`src/rtl/fpu_writeback.sv`:
```
// Result-side tracker for the vector FPU: tags ops through the fixed pipe,
// queues results with lane masks and keeps a per-register busy scoreboard.
module fpu_writeback #(
    parameter int SIG_WIDTH  = 23,
    parameter int EXP_WIDTH  = 8,
    parameter int LEN        = 9,
    parameter int ADDR_WIDTH = 5,
    parameter int LATENCY    = 3,
    parameter int FIFO_DEPTH = 5
) (
    input  logic                                         clk,
    input  logic                                         rst_n,
    input  logic                                         issue_valid,
    output logic                                         issue_ready,
    input  logic [ADDR_WIDTH-1:0]                        issue_vd,
    input  logic [7:0]                                   issue_opcode,
    input  logic [3:0]                                   issue_index,
    input  logic [LEN-1:0]                               issue_pred,
    input  logic [LEN*(SIG_WIDTH+EXP_WIDTH+1)-1:0]       fpu_data_out,
    output logic                                         wb_valid,
    input  logic                                         wb_ready,
    output logic [ADDR_WIDTH-1:0]                        wb_addr,
    output logic [LEN*(SIG_WIDTH+EXP_WIDTH+1)-1:0]       wb_data,
    output logic [LEN-1:0]                               wb_mask,
    output logic [(1<<ADDR_WIDTH)-1:0]                   busy
);

    localparam int W     = SIG_WIDTH + EXP_WIDTH + 1;
    localparam int DW    = LEN * W;
    localparam int NREGS = 1 << ADDR_WIDTH;
    localparam int CRW   = $clog2(FIFO_DEPTH + 1);
    localparam int PW    = (FIFO_DEPTH > 1) ? $clog2(FIFO_DEPTH) : 1;

    logic [CRW-1:0]        credits;
    logic [CRW-1:0]        count;
    logic [PW-1:0]         rd_ptr;
    logic [PW-1:0]         wr_ptr;
    logic [NREGS-1:0]      busy_q;
    logic [NREGS-1:0]      busy_next;

    logic [LATENCY-1:0]    tag_v;
    logic [ADDR_WIDTH-1:0] tag_vd   [LATENCY];
    logic [LEN-1:0]        tag_mask [LATENCY];

    logic [ADDR_WIDTH-1:0] q_vd   [FIFO_DEPTH];
    logic [LEN-1:0]        q_mask [FIFO_DEPTH];
    logic [DW-1:0]         q_data [FIFO_DEPTH];

    logic                  accept;
    logic                  push;
    logic                  pop;
    logic [LEN-1:0]        onehot;
    logic [LEN-1:0]        issue_mask;
    logic                  unused_opcode;

    assign unused_opcode = ^{issue_opcode[7], issue_opcode[4:0]};

    assign issue_ready = (credits != '0) & ~busy_q[issue_vd];
    assign accept      = issue_valid & issue_ready;
    assign push        = tag_v[LATENCY-1];
    assign wb_valid    = (count != '0);
    assign pop         = wb_valid & wb_ready;

    assign wb_addr = q_vd[rd_ptr];
    assign wb_data = q_data[rd_ptr];
    assign wb_mask = wb_valid ? q_mask[rd_ptr] : '0;
    assign busy    = busy_q;

    // Scalar ops write one lane; an out-of-range index writes none.
    always_comb begin
        onehot = '0;
        for (int i = 0; i < LEN; i++) begin
            if (32'(issue_index) == i) onehot[i] = 1'b1;
        end
        issue_mask = issue_pred;
        if (issue_opcode[6:5] == 2'b10) issue_mask = issue_pred & onehot;
    end

    always_comb begin
        busy_next = busy_q;
        if (pop)    busy_next[wb_addr]  = 1'b0;
        if (accept) busy_next[issue_vd] = 1'b1;
    end

    always_ff @(posedge clk) begin
        if (!rst_n) begin
            tag_v   <= '0;
            credits <= CRW'(FIFO_DEPTH);
            count   <= '0;
            rd_ptr  <= '0;
            wr_ptr  <= '0;
            busy_q  <= '0;
        end else begin
            tag_v[0] <= accept;
            for (int i = 1; i < LATENCY; i++) begin
                tag_v[i] <= tag_v[i-1];
            end
            if (accept && !pop) begin
                credits <= credits - CRW'(1);
            end else if (!accept && pop) begin
                credits <= credits + CRW'(1);
            end
            if (push && !pop) begin
                count <= count + CRW'(1);
            end else if (!push && pop) begin
                count <= count - CRW'(1);
            end
            if (push) begin
                wr_ptr <= (wr_ptr == PW'(FIFO_DEPTH - 1)) ? '0 : wr_ptr + PW'(1);
            end
            if (pop) begin
                rd_ptr <= (rd_ptr == PW'(FIFO_DEPTH - 1)) ? '0 : rd_ptr + PW'(1);
            end
            busy_q <= busy_next;
        end
    end

    // Payload storage needs no reset; validity lives in tag_v and count.
    always_ff @(posedge clk) begin
        tag_vd[0]   <= issue_vd;
        tag_mask[0] <= issue_mask;
        for (int i = 1; i < LATENCY; i++) begin
            tag_vd[i]   <= tag_vd[i-1];
            tag_mask[i] <= tag_mask[i-1];
        end
        if (push) begin
            q_vd[wr_ptr]   <= tag_vd[LATENCY-1];
            q_mask[wr_ptr] <= tag_mask[LATENCY-1];
            q_data[wr_ptr] <= fpu_data_out;
        end
    end

endmodule

```
`config.mk`:
```
export PLATFORM = sky130hd
export DESIGN_NAME = fpu_writeback
export DESIGN_NICKNAME = d
export VERILOG_FILES = /design/src/rtl/fpu_writeback.sv
export SDC_FILE = /design/constraint.sdc
export NUM_CORES = 1
export LEC_CHECK = 0
export CORE_UTILIZATION = 47
export CTS_CLUSTER_SIZE = 25
export DETAILED_ROUTE_END_ITERATION = 6
export DONT_BUFFER_PORTS = 1
export RECOVER_POWER = 100
export SETUP_SLACK_MARGIN = 0.05
export SLEW_MARGIN = 10
export SYNTH_ARGS = -nofsm -noshare
export SYNTH_HDL_FRONTEND = slang
export SYNTH_SLANG_ARGS = --single-unit
```
`constraint.sdc`:
```
create_clock -name clk -period 29.7 [get_ports clk]
set_clock_uncertainty 0.15 [all_clocks]
set_input_delay 2.97 -clock clk [delete_from_list [all_inputs] [get_ports clk]]
set_output_delay 2.97 -clock clk [all_outputs]
set_load 0.005 [all_outputs]
```
==> impl_table.tex, run 1 <==
\begin{tabular}{lr}
\hline
Metric & Value \\
\hline
\multicolumn{2}{l}{\textbf{Place}} \\
\quad Dpl ws & about 22,000 ps \\
\quad GPL Wtd Cong & 0.828 \\
\quad DPL Wire Length & 72.5 mm \\
\quad Placed Cells & 4,715 \\
\quad Post-place instance area & between 60,000 and 70,000 um2 \\
\quad PortBufs & 0 \\
\multicolumn{2}{l}{\textbf{CTS}} \\
\quad Clock tree from TritonCTS & yes \\
\quad Maximum clock insertion buffer count & 3 \\
\quad Clock latency at the later pin of the worst-skew pair & roughly 770 ps \\
\quad TritonCTS buffer count & 161 \\
\quad Clock input transition at the sequential cells of the worst setup and hold paths & 60 ps \\
\quad Number of H-tree levels & 4 \\
\quad Cells resized by post-CTS repair & 0 \\
\quad Setup Buffers After CTS & 0 \\
\quad Post-CTS Hold Buffers & 0 \\
\quad Sink count of the clock tree & 1,602 \\
\quad Root Buffer Master & sky130\_fd\_sc\_hd\_\_clkbuf\_16 \\
\multicolumn{2}{l}{\textbf{STA}} \\
\quad Final Cycle Share & 0.518 \\
\quad Number of failing setup endpoints in the final timing report & 0 \\
\quad Worst hold slack & 151 ps \\
\quad Number of hold violations in the final report & 0 \\
\quad Final critical-path setup slack & approximately 14,000 ps \\
\quad Actual slew at the worst max-slew pin & $\sim$9700 ps \\
\quad Final sum of negative setup slack & 0 ps \\
\quad Post-route minimum period & 15,380 ps \\
\quad Final Max Slew Viols & 1,757 \\
\quad Setup repair after global routing missed its margin & false \\
\quad Fmax achieved & approximately 65 MHz \\
\quad Remaining max-slew budget at the tightest pin & -5.47 \\
\multicolumn{2}{l}{\textbf{Worst hold path}} \\
\quad End point of the worst hold path & tag\_vd[0][14] \\
\quad Kind of path behind the tightest hold check & flop to flop \\
\quad Hold path start & tag\_vd[0][9] \\
\quad Worst hold stages & 0 \\
\multicolumn{2}{l}{\textbf{Logic synthesis}} \\
\quad Ranking of synthesized cells by area & sky130\_fd\_sc\_hd\_\_edfxtp\_1 (76\%), sky130\_fd\_sc\_hd\_\_mux4\_2 (11\%), sky130\_fd\_sc\_hd\_\_nand2\_1 (5.7\%) \\
\quad Async set-reset flop share out of synthesis & 0 \\
\quad Most instantiated cells after synthesis & sky130\_fd\_sc\_hd\_\_edfxtp\_1 (1,510), sky130\_fd\_sc\_hd\_\_nand2\_1 (901), sky130\_fd\_sc\_hd\_\_mux4\_2 (304) \\
\quad EDFF count, synth & approximately 1,500 \\
\quad Average footprint of a synthesized cell & about 19 um2 \\
\quad Syn nets & 3,513 \\
\quad Part of the Yosys area used for sequential elements & 0.791 \\
\quad Synthesized area & 59,700 um2 \\
\quad Library cell with the highest instance count after synthesis & sky130\_fd\_sc\_hd\_\_edfxtp\_1 \\
\quad Cell accounting for the most synthesized area & sky130\_fd\_sc\_hd\_\_edfxtp\_1 \\
\quad Most common flop cell mapped by yosys & sky130\_fd\_sc\_hd\_\_edfxtp\_1 \\
\quad Count of warnings emitted by yosys & 0 \\
\quad Post-Synthesis Cells & 3,187 \\
\quad Yosys reg bits & 1,602 \\
\quad Post-synthesis cell type count & 53 \\
\quad Top-area cell type share of the netlist area & 0.760 \\
\multicolumn{2}{l}{\textbf{Finish}} \\
\quad Fraction of final layout cells with drive strength greater than 1 & 0.162 \\
\quad Post-route cell area & 66,400 um2 \\
\quad Final standard cell utilization of the core & 0.528 \\
\quad Number of nets in the finished design & 3,554 \\
\quad Number of cells in the finished layout apart from fillers & 5,010 \\
\quad Area growth from synthesis to layout & 11.3\% \\
\multicolumn{2}{l}{\textbf{Die}} \\
\quad Total core area & 126,000 um2 \\
\quad Initial Utilization & 0.475 \\
\quad Chip Width & 358 um \\
\quad Std cell rows & 130 \\
\quad Die Y & 358 um \\
\quad IO Count & 654 \\
\quad Area of the die & between 100,000 and 150,000 um2 \\
\multicolumn{2}{l}{\textbf{GRT}} \\
\quad Via count of the first global-routing pass & 28,300 \\
\quad Remaining Overflow, GRT & 0 \\
\quad Wire length of the first global-routing pass & between 150 and 200 mm \\
\quad Antenna violations before repair & 1 \\
\quad Largest net degree at the start of global routing & 177 \\
\quad Total GRT Usage & 0.196 \\
\multicolumn{2}{l}{\textbf{Critical path}} \\
\quad WP data required & 26,580 ps \\
\quad Startpoint-to-endpoint class of the critical path & flop to output pin \\
\quad Terminus of the critical flop-to-flop path & busy[10] \\
\quad Critical Path Source Type & flop \\
\quad R2r worst-path depth & 5 \\
\quad Type of element capturing the critical path & output pin \\
\quad Reg2reg setup slack & 17,090 ps \\
\quad Data arrival time of the critical path & 12,260 ps \\
\quad Critical path peak fanout & 126 \\
\multicolumn{2}{l}{\textbf{Routing}} \\
\quad 1st-iter DRT viols & 2,260 \\
\quad Via count & approximately 28,000 \\
\quad DRC viols & 0 \\
\quad Pre-Repair DR Iteration Count & 7 \\
\quad Detailed-route wire length per cell & approximately 25 um \\
\quad WL final & 128 mm \\
\quad Average via count per standard cell & 5.59 \\
\quad Number of antenna-violating nets in the routed design & 0 \\
\multicolumn{2}{l}{\textbf{Job}} \\
\quad Maximum capacitance violations & 26 \\
\multicolumn{2}{l}{\textbf{Status}} \\
\quad Violated checks & max-capacitance violations, max-slew violations \\
\quad Status & finished with violations \\
\multicolumn{2}{l}{\textbf{Pwr}} \\
\quad Power density over the cells & 77.7 nW/um2 \\
\quad Max VDD drop & 0.0561 mV \\
\quad Leakage power total & 21.5 nW \\
\quad Overall power consumption & 5.16 mW \\
\hline
\end{tabular}
==> sequential cells by signal (all words and copies together), names as in the netlist, named ones only <==
signal / count
busy: 32
tag_vd: 15
tag_v: 3
rd_ptr: 3
credits: 3
q_mask: 45
count: 3
tag_mask: 27
q_data: 1440
q_vd: 25
wr_ptr: 3
==> worst max-delay path, stage by stage (launching register included) <==
cell and delay, ps:
sky130_fd_sc_hd__dfxtp_1 2100, sky130_fd_sc_hd__clkinvlp_2 5300, sky130_fd_sc_hd__o21ai_0 3280, sky130_fd_sc_hd__inv_1 760
==> logic make-up after synthesis <==
logic type	synth area share
flops	0.791
fa+ha+maj	0.00193
compound gates	0.0133
buf+inv	0.0118
simple gates	0.0641
mux	0.117
xor+xnor	0.000587
==> placed cells by master, fill, tap and decap left out, types with 11 or more instances in the layout <==
master,synthesis,routed
sky130_fd_sc_hd__o311ai_0,13,24
sky130_fd_sc_hd__clkinv_2,0,26
sky130_fd_sc_hd__o31ai_1,23,23
sky130_fd_sc_hd__clkbuf_16,0,166
sky130_fd_sc_hd__nor2_1,12,12
sky130_fd_sc_hd__inv_1,15,15
sky130_fd_sc_hd__mux4_2,304,304
sky130_fd_sc_hd__clkinv_1,0,29
sky130_fd_sc_hd__mux2i_1,14,15
sky130_fd_sc_hd__edfxtp_1,1510,1510
sky130_fd_sc_hd__clkbuf_1,107,64
sky130_fd_sc_hd__buf_4,0,12
sky130_fd_sc_hd__nand2_1,901,901
sky130_fd_sc_hd__bufinv_16,0,13
sky130_fd_sc_hd__a21oi_1,11,11
sky130_fd_sc_hd__dfxtp_1,92,90
==> per-layer routing <==
layer,track usage,share of wire
met1,0.237,0.37
met2,0.327,0.51
met3,0.0667,0.090
met4,0.0729,0.030
met5,0,0
==> power breakdown <==
part | switching (mW) | leakage, nW | internal (mW) | total (mW)
clock network | 0.807 | 2.51 | 1.15 | 1.96
registers | 0.0314 | 14.4 | 2.49 | 2.52
logic | 0.373 | 4.63 | 0.310 | 0.683
total | 1.21 | 21.5 | 3.95 | 5.16
==> worst max path at each step <==
stage	from	endpoint	cells past startpoint
after floorplan	tag_v[2]	q_data[4][0]	2
after global placement	issue_vd[0]	issue_ready	4
after CTS	flop	wb_data[136]	5
final	flop	wb_addr[2]	3
after global routing	flop	wb_addr[2]	3
after detailed placement	issue_vd[0]	issue_ready	4
==> layout make-up <==
cell class | instances | area, um2
antenna | 1 | 2.50
timing repair buffer | 34 | 205
inverter | 16 | 61.3
clock buffer | 215 | 4390
clock inverter | 79 | 749
multi-input combinational | 1413 | 11800
sequential | 1602 | 47200
tap | 1650 | 2060
fill | 9710 | 59300
Note: power is estimated with default switching activity, not from simulation.
==> inputs of run 2 (changes only) <==
==> constraint.sdc (replaced) <==
create_clock -name clk -period 13 [get_ports clk]
set_clock_uncertainty 0.15 [all_clocks]
set_input_delay 1.3 -clock clk [delete_from_list [all_inputs] [get_ports clk]]
set_output_delay 1.3 -clock clk [all_outputs]
set_load 0.005 [all_outputs]
==> run 2 against run 1 <==
  * The flow still finishes with violations (max-capacitance violations, max-slew violations)
  * Flip-flop and latch count stayed put
  * Critical path depth up 2
  * Die area unchanged
  * Utilization grew 0.12 points
  * Clock-buffer cell count decreased by 7
  * First-iteration DRC count barely moved
  * Wire length is 0.77% higher
  * Power is 130% higher
  * Sequential share of layout area decreased by 0.16 points
==> impl_table.tex, run 2 (synthesized netlist as in run 1, its figures left out) <==
\begin{tabular}{lr}
\hline
Metric & Value \\
\hline
\multicolumn{2}{l}{\textbf{Routing}} \\
\quad WL final & 129 mm \\
\quad Detailed-route wire length per cell & around 26 um \\
\quad Number of antenna-violating nets in the routed design & 0 \\
\quad Pre-Repair DR Iteration Count & 5 \\
\quad 1st-iter DRT viols & between 2,000 and 2,500 \\
\quad Via count & $\sim$28,000 \\
\quad Average via count per standard cell & approximately 5.6 \\
\quad DRC viols & 0 \\
\multicolumn{2}{l}{\textbf{Critical path}} \\
\quad WP data required & roughly 12,000 ps \\
\quad Startpoint-to-endpoint class of the critical path & flop to output pin \\
\quad Startpoint of the lowest-slack register-to-register path & wr\_ptr[1] \\
\quad Critical path's slowest cell & sky130\_fd\_sc\_hd\_\_clkbuf\_1 \\
\quad Reg2reg setup slack & 4550 ps \\
\quad Most Frequent Cell on Critical Path & sky130\_fd\_sc\_hd\_\_nand2\_1 \\
\quad Data arrival time of the critical path & 7010 ps \\
\quad Terminus of the critical flop-to-flop path & q\_data[2][167] \\
\quad Type of element capturing the critical path & output pin \\
\quad Max stage delay on crit path & between 3000 and 4000 ps \\
\quad R2r worst-path depth & 4 \\
\quad Critical Path Source Type & flop \\
\quad List of cells traversed by the critical path & clkbuf\_1 -> buf\_12 -> mux4\_2 -> nand2\_1 -> nand2\_1 \\
\quad Critical path peak fanout & 96 \\
\multicolumn{2}{l}{\textbf{GRT}} \\
\quad Remaining Overflow, GRT & 0 \\
\quad Total GRT Usage & 0.199 \\
\quad Largest net degree at the start of global routing & 151 \\
\quad Antenna violations before repair & 1 \\
\quad Wire length of the first global-routing pass & 187 mm \\
\quad Via count of the first global-routing pass & 28,700 \\
\multicolumn{2}{l}{\textbf{Die}} \\
\quad IO Count & 654 \\
\quad Chip Width & between 300 and 400 um \\
\quad Initial Utilization & 0.475 \\
\quad Total core area & 126,000 um2 \\
\quad Die Y & 358 um \\
\quad Std cell rows & 130 \\
\quad Area of the die & 128,000 um2 \\
\multicolumn{2}{l}{\textbf{Place}} \\
\quad DPL Wire Length & 72.2 mm \\
\quad GPL Wtd Cong & 0.840 \\
\quad Placed Cells & 4,715 \\
\quad PortBufs & 0 \\
\multicolumn{2}{l}{\textbf{CTS}} \\
\quad Root Buffer Master & sky130\_fd\_sc\_hd\_\_clkbuf\_16 \\
\quad Clock latency at the later pin of the worst-skew pair & 790 ps \\
\quad Setup Buffers After CTS & 0 \\
\quad Post-CTS Hold Buffers & 0 \\
\quad Number of H-tree levels & 4 \\
\quad TritonCTS buffer count & 163 \\
\quad Clock tree from TritonCTS & yes \\
\quad Maximum clock insertion buffer count & 3 \\
\quad Cells resized by post-CTS repair & 0 \\
\quad Sink count of the clock tree & around 1,600 \\
\quad Clock input transition at the sequential cells of the worst setup and hold paths & about 60 ps \\
\multicolumn{2}{l}{\textbf{STA}} \\
\quad Actual slew at the worst max-slew pin & approximately 4800 ps \\
\quad Post-route minimum period & 8460 ps \\
\quad Final Cycle Share & 0.651 \\
\quad Number of hold violations in the final report & 0 \\
\quad Number of failing setup endpoints in the final timing report & 0 \\
\quad Final sum of negative setup slack & 0 ps \\
\quad Final Max Slew Viols & 1,061 \\
\quad Remaining max-slew budget at the tightest pin & -2.18 \\
\quad Setup repair after global routing missed its margin & false \\
\quad Fmax achieved & 118 MHz \\
\multicolumn{2}{l}{\textbf{Finish}} \\
\quad Filler cells & 9,750 \\
\quad Diodes inserted & 0 \\
\quad Number of cells in the finished layout apart from fillers & around 5,000 \\
\quad Commonest cells after routing, fill and taps aside & sky130\_fd\_sc\_hd\_\_edfxtp\_1 (1,510), sky130\_fd\_sc\_hd\_\_nand2\_1 (901), sky130\_fd\_sc\_hd\_\_mux4\_2 (304) \\
\quad Area growth from synthesis to layout & 11.6\% \\
\quad Fraction of final layout cells with drive strength greater than 1 & 0.166 \\
\quad Most common cell after layout, fill and taps aside & sky130\_fd\_sc\_hd\_\_edfxtp\_1 \\
\quad Largest register by flop count & q\_data \\
\quad Number of nets in the finished design & roughly 3,600 \\
\quad Number of flip-flops in the largest register & about 1,400 \\
\multicolumn{2}{l}{\textbf{Worst hold path}} \\
\quad Worst hold stages & 0 \\
\quad Kind of path behind the tightest hold check & flop to flop \\
\quad End point of the worst hold path & tag\_mask[0][25] \\
\quad Hold path start & tag\_mask[0][16] \\
\multicolumn{2}{l}{\textbf{Pwr}} \\
\quad Power density over the cells & 177 nW/um2 \\
\quad Leakage power total & roughly 22 nW \\
\quad Max VDD drop & between 0.15 and 0.2 mV \\
\multicolumn{2}{l}{\textbf{Job}} \\
\quad Maximum capacitance violations & 20 \\
\multicolumn{2}{l}{\textbf{Status}} \\
\quad Status & finished with violations \\
\quad Violated checks & max-capacitance violations, max-slew violations \\
\hline
\end{tabular}
==> run 2: area by class of cell <==
type	instances	area, um2	area share
well taps	1650	2060	0.0310
inverters	16	67.6	0.00102
multi-input cells	1413	11800	0.177
clock buffers	208	4320	0.0649
clock inverters	93	850	0.0128
repair buffers	34	293	0.00440
flip-flops and latches	1602	47200	0.709
==> run 2: metal layers <==
layer	wire, um	GRT usage	vias to the layer above
li1	-	-	12400
met1	47700	0.236	14700
met2	66700	0.341	916
met3	11900	0.0705	178
met4	2400	0.0578	0
met5	0	0	-
==> run 2: power by group <==
part           leakage (nW)  internal (mW)  switching (mW)
sequential             14.3           5.69          0.0504
clock                  2.52           2.56            1.90
combinational          4.66          0.735           0.874
==> run 2: worst max-delay path, delay by kind of cell, from the launching register on <==
kind	cells	cell delay, ps
mux	1	610
buf+inv	2	3750
simple gates	2	250
flops	1	1370
==> run 2: worst max-delay path by stage <==
stage,cells past startpoint,slack [ps],to
finish,5,4540,wb_data[99]
detailed placement,5,8000,wb_data[119]
global route,5,3640,wb_data[99]
floorplan,3,-1280,q_data[3][0]
CTS,5,7130,wb_data[119]
global placement,5,8010,wb_data[119]
==> run 2: per-stage QoR <==
stage / total power [mW] / instance area, um2 / util / setup WS [ps] / hold slack [ps]
floorplan: 7.08 / 59700 / - / -1280 / 160
global placement: 7.47 / 61500 / 0.489 / 8010 / 162
detailed placement: 7.48 / 61500 / 0.489 / 8000 / 162
CTS: 11.9 / 66700 / 0.530 / 7130 / 175
global route: 12.3 / 66600 / 0.529 / 3640 / 180
finish: 11.8 / 66600 / 0.529 / 4540 / 175
